--- src/rtl/reg_bank_load_ctrl.sv ---
// Loads a bank of falling-edge-captured registers from a shared single-word memory read port.
// One read is outstanding at a time; every output is driven straight from a rising-edge flop.
module reg_bank_load_ctrl #(
   parameter int NUM_REGS = 8,
   parameter int DATA_W   = 32,
   parameter int ADDR_W   = 16,
   parameter int STRIDE   = 1,
   parameter int IDX_W    = $clog2(NUM_REGS)
) (
   input  logic                CLK,
   input  logic                RST,
   input  logic                START,
   input  logic [ADDR_W-1:0]   BASE_ADDR,
   input  logic [IDX_W:0]      COUNT,
   output logic                MEM_REQ,
   output logic [ADDR_W-1:0]   MEM_ADDR,
   input  logic                MEM_GNT,
   input  logic                MEM_RVALID,
   input  logic [DATA_W-1:0]   MEM_RDATA,
   output logic [NUM_REGS-1:0] REG_EN,
   output logic [DATA_W-1:0]   REG_DIN,
   output logic                BUSY,
   output logic                DONE
);

   localparam int CW = IDX_W + 1;

   typedef enum logic [2:0] {
      S_IDLE  = 3'd0,
      S_REQ   = 3'd1,
      S_WAIT  = 3'd2,
      S_WRITE = 3'd3,
      S_FIN   = 3'd4
   } state_t;

   state_t              state_q, state_d;
   logic [CW-1:0]       idx_q, idx_d;
   logic [CW-1:0]       cnt_q, cnt_d;
   logic [ADDR_W-1:0]   ptr_q, ptr_d;
   logic [DATA_W-1:0]   din_q, din_d;
   logic                req_q, req_d;
   logic [ADDR_W-1:0]   addr_q, addr_d;
   logic [NUM_REGS-1:0] en_q, en_d;
   logic                busy_q, busy_d;
   logic                done_q, done_d;
   logic [CW-1:0]       cnt_clamp_s;

   function automatic logic [NUM_REGS-1:0] onehot(input logic [CW-1:0] idx);
      logic [NUM_REGS-1:0] v;
      v = '0;
      for (int i = 0; i < NUM_REGS; i++) begin
         v[i] = (idx == CW'(i));
      end
      return v;
   endfunction

   assign cnt_clamp_s = (COUNT > CW'(NUM_REGS)) ? CW'(NUM_REGS) : COUNT;

   // Next-state, datapath and next-output decode.
   always_comb begin
      state_d = state_q;
      idx_d   = idx_q;
      cnt_d   = cnt_q;
      ptr_d   = ptr_q;
      din_d   = din_q;
      case (state_q)
         S_IDLE: begin
            if (START) begin
               if (cnt_clamp_s == {CW{1'b0}}) begin
                  state_d = S_FIN;
               end else begin
                  state_d = S_REQ;
                  cnt_d   = cnt_clamp_s;
                  idx_d   = {CW{1'b0}};
                  ptr_d   = BASE_ADDR;
               end
            end else begin
               state_d = S_IDLE;
            end
         end
         S_REQ: begin
            if (MEM_GNT) begin
               state_d = S_WAIT;
            end else begin
               state_d = S_REQ;
            end
         end
         S_WAIT: begin
            if (MEM_RVALID) begin
               din_d   = MEM_RDATA;
               state_d = S_WRITE;
            end else begin
               state_d = S_WAIT;
            end
         end
         S_WRITE: begin
            idx_d = idx_q + CW'(1);
            ptr_d = ptr_q + ADDR_W'(STRIDE);
            if (idx_d == cnt_q) begin
               state_d = S_FIN;
            end else begin
               state_d = S_REQ;
            end
         end
         S_FIN: begin
            state_d = S_IDLE;
         end
         default: begin
            state_d = S_IDLE;
         end
      endcase

      // Outputs are decoded from the next state so they leave the flops aligned with it.
      req_d  = (state_d == S_REQ);
      addr_d = req_d ? ptr_d : {ADDR_W{1'b0}};
      en_d   = (state_d == S_WRITE) ? onehot(idx_q) : {NUM_REGS{1'b0}};
      busy_d = (state_d != S_IDLE);
      done_d = (state_d == S_FIN);
   end

   // State, datapath and output registers.
   always_ff @(posedge CLK or negedge RST) begin
      if (!RST) begin
         state_q <= S_IDLE;
         idx_q   <= '0;
         cnt_q   <= '0;
         ptr_q   <= '0;
         din_q   <= '0;
         req_q   <= 1'b0;
         addr_q  <= '0;
         en_q    <= '0;
         busy_q  <= 1'b0;
         done_q  <= 1'b0;
      end else begin
         state_q <= state_d;
         idx_q   <= idx_d;
         cnt_q   <= cnt_d;
         ptr_q   <= ptr_d;
         din_q   <= din_d;
         req_q   <= req_d;
         addr_q  <= addr_d;
         en_q    <= en_d;
         busy_q  <= busy_d;
         done_q  <= done_d;
      end
   end

   assign MEM_REQ  = req_q;
   assign MEM_ADDR = addr_q;
   assign REG_EN   = en_q;
   assign REG_DIN  = din_q;
   assign BUSY     = busy_q;
   assign DONE     = done_q;

endmodule

--- config.mk ---
export PLATFORM = sky130hd
export DESIGN_NAME = reg_bank_load_ctrl
export DESIGN_NICKNAME = d
export VERILOG_FILES = /design/src/rtl/reg_bank_load_ctrl.sv
export SDC_FILE = /design/constraint.sdc
export NUM_CORES = 1
export LEC_CHECK = 0
export ABC_AREA = 1
export CORE_AREA = 2 2 122 77
export DETAILED_ROUTE_END_ITERATION = 16
export DIE_AREA = 0 0 124 79
export GPL_ROUTABILITY_DRIVEN = 0
export GPL_TIMING_DRIVEN = 0
export HOLD_SLACK_MARGIN = 0.08
export PLACE_DENSITY = 0.77
export SETUP_SLACK_MARGIN = 0.5
export SYNTH_ARGS = -nofsm -noshare
export SYNTH_HDL_FRONTEND = slang
export SYNTH_SLANG_ARGS = --single-unit
--- constraint.sdc ---
create_clock -name CLK -period 1.9 [get_ports CLK]
set_input_delay 0.38 -clock CLK [delete_from_list [all_inputs] [get_ports CLK]]
set_output_delay 0.38 -clock CLK [all_outputs]
set_load 0.005 [all_outputs]
==> results.sh <==
export IMPL_clkSlewWorstSetupHoldPaths_ns=0.06
export IMPL_grt_max_degree=73
export IMPL_viasPerCell=5.18
export IMPL_setup_violations_final=0
export IMPL_final_common_cell="dfrtp_1"
export IMPL_multi_input_area_mm2=0.00197
export IMPL_path_class="reg -> reg"
export IMPL_total_power_w=0.00996
export IMPL_drive_above_1_share=0.340
export IMPL_clkSinkCount=86
export IMPL_ios=116
export IMPL_register_area_mm2=0.00216
export IMPL_final_cell_mix="dfrtp_1, nand2_1, dlygate4sd2_1"
export IMPL_portBuffers=114
export IMPL_drt_initial_drc_count=313
export IMPL_syn_inst=431
export IMPL_post_route_drc_count=0
export IMPL_cts_made_buffers=9
export IMPL_std_cell_rows=27
export IMPL_dieArea_mm2=0.00980
export IMPL_drt_total_wl_um=11900
export IMPL_crit_start="idx_q[0]"
export IMPL_finClkSkew_ns=0.00739
export IMPL_status="finished, final reports clean"
export IMPL_cp_max_fo=4
export IMPL_cts_root_buf="clkbuf_16"
export IMPL_dp_hpwl_um=7170
export IMPL_finalCriticalPeriod_ns=1.65
export IMPL_final_hold_viol_count=0
export IMPL_drv_cap=0
export IMPL_end_kind="flip-flop"
export IMPL_ir_drop_mv=0.816
export IMPL_r2r_start="idx_q[0]"
export IMPL_grt_first_pass_wirelength_um=17600
export IMPL_fin_cells=721
export IMPL_grt_overflow_total=0
export IMPL_yosysWarnings=0
export IMPL_slew_violations=0
export IMPL_h_tree_depth=3
export IMPL_rsz0062_at_grt="yes"
export IMPL_ant_nets=0
export IMPL_n_fill_cell=602
export IMPL_syn_avg_cell_area_um2=9.38
export IMPL_diodes=0
export IMPL_ys_types=31
export IMPL_power_per_cell_area_mw_per_mm2=1530
export IMPL_clock_latency_ns=0.35
export IMPL_start_util=0.460
export IMPL_die_h_um=79
export IMPL_fp_dieW_um=124
export IMPL_synth_seq_cells=86
export IMPL_hold_class="in -> reg"
export IMPL_cts_tree="built"
export IMPL_power_leakage_nw=3.26
export IMPL_relSlewSlack=0.754
export IMPL_synth_area_mm2=0.00404
export IMPL_final_nets=662
export IMPL_ctsLongestPathBuffers=2
export IMPL_hp_start="COUNT[0]"
export IMPL_drtPass1Iterations=5
export IMPL_place_inst=662
export IMPL_synth_nets=493
export IMPL_core_area_mm2=0.00878
export IMPL_antenna_found_initial=0
export IMPL_required_ns=2.13
export IMPL_track_usage=0.237
export IMPL_startpoint_type="flip-flop"
export IMPL_max_freq_ghz=0.604
export IMPL_arrival_ns=1.89
export IMPL_seq_area_frac_synth=0.532
export IMPL_wire_per_inst_um=16.5
export IMPL_dr_total_vias=3737
export IMPL_grt_pass1_vias=3536
export IMPL_finalCritPeriodShare=0.871
export IMPL_worst_slew_pin_transition_ns=0.369
export IMPL_area_growth_pct=60.5
-- synth_stat cells --
| cell | instances | share of area |
|---|---|---|
| nor3_4 | 1 | 0.0040 |
| nand4_1 | 6 | 0.0093 |
| inv_1 | 58 | 0.054 |
| or2_2 | 1 | 0.0015 |
| nand2_2 | 6 | 0.0093 |
| ha_1 | 5 | 0.015 |
| buf_6 | 4 | 0.011 |
| a21oi_1 | 3 | 0.0037 |
| nand2_1 | 95 | 0.088 |
| buf_2 | 5 | 0.0062 |
| inv_2 | 8 | 0.0074 |
| mux2_1 | 32 | 0.089 |
| nor3_2 | 1 | 0.0025 |
| nor3_1 | 9 | 0.011 |
| dfrtp_1 | 86 | 0.53 |
| o211ai_1 | 2 | 0.0037 |
| o21ai_0 | 12 | 0.015 |
| nor2_1 | 37 | 0.034 |
| nand2_4 | 1 | 0.0028 |
| nand3_4 | 2 | 0.0087 |
| nand3b_1 | 2 | 0.0037 |
| nand3_1 | 33 | 0.041 |
| o21bai_1 | 1 | 0.0019 |
| o21ai_1 | 4 | 0.0050 |
| nor2_4 | 3 | 0.0084 |
| nor2_2 | 2 | 0.0031 |
| o22ai_1 | 2 | 0.0031 |
| xnor2_1 | 1 | 0.0022 |
| buf_4 | 1 | 0.0019 |
| nand3_2 | 7 | 0.017 |
| o22ai_2 | 1 | 0.0031 |
-- where the power goes --
part / internal, W / total (W) / switching, W
clock network: 0.00106 / 0.00182 / 0.000758
logic: 0.00249 / 0.00501 / 0.00252
registers: 0.00258 / 0.00312 / 0.000540
total: 0.00614 / 0.00996 / 0.00382
-- metrics by stage --
step | area (um2) | worst slack (ns) | hold WS [ns] | TNS [ns] | utilization
after global routing | 6490 | 0.162 | 0.410 | 0 | 0.739
after global placement | 5340 | -2.66 | 0.474 | -228.62 | 0.608
after floorplan | 4060 | 0.382 | 0.0844 | 0 | -
after detailed placement | 5370 | -0.139 | 0.257 | -1.47 | 0.611
after CTS | 5990 | 0.267 | 0.404 | 0 | 0.682
final | 6490 | 0.246 | 0.395 | 0 | 0.739
-- flip-flops by register name, summed over array words and instances, names as in the netlist --
name / cells
idx_q: 4
MEM_REQ: 1
state_q: 3
MEM_ADDR: 16
REG_EN: 8
REG_DIN: 32
cnt_q: 4
BUSY: 1
DONE: 1
ptr_q: 16
-- what timing repair did --
item	CTS	global route
gates resized for setup	120	121
hold buffers	1	0
gates cloned	2	1
hold endpoints to repair	14	0
pin swaps	16	17
endpoints found under the setup margin	132	88
buffers inserted	25	14
-- area by class of cell --
type                    instances  area share
multi-input cells             269       0.303
well taps                     116      0.0224
plain buffers                  10      0.0206
repair buffers                158       0.231
flip-flops and latches         86       0.333
clock inverters                 6      0.0106
inverters                      66      0.0424
clock buffers                  10      0.0368
-- layer usage --
| metal | GRT usage | up-vias | share of wire |
|---|---|---|---|
| met5 | 0 | - | 0 |
| met4 | 0.0697 | 0 | 0.027 |
| met3 | 0.0647 | 40 | 0.086 |
| met2 | 0.379 | 193 | 0.48 |
| met1 | 0.319 | 1785 | 0.41 |
| li1 | - | 1719 | - |
-- kinds of logic after synthesis --
group / after synthesis / share of synthesized area
AND/OR/NAND/NOR: 206 / 0.245
flip-flops: 86 / 0.532
buffers and inverters: 76 / 0.0805
multiplexers: 32 / 0.0891
AO/OA/AOI/OAI: 25 / 0.0353
adder cells (fa/ha/maj): 5 / 0.0155
XOR/XNOR: 1 / 0.00217
-- worst paths after layout --
check	endpoint	slack, ns	cells past startpoint
max	BUSY	0.25	12
max reg2reg	BUSY	0.25	12
min	cnt_q[0]	0.39	3
min reg2reg	REG_DIN[17]	0.49	1
max in group asynchronous	state_q[0]	0.84	3
min in group asynchronous	cnt_q[1]	0.43	2
-- worst max-delay path, stage by stage, from the launching register on --
cell and delay (ns):
dfrtp_2 0.45, inv_4 0.06, ha_4 0.29, inv_4 0.04
nand2_2 0.05, nand3_2 0.07, nor2_2 0.11, nand2_2 0.08
nand2_4 0.08, buf_6 0.10, nand2_4 0.05, nor2_2 0.11
nand2_1 0.06
Power figures use the tool's default switching activity.
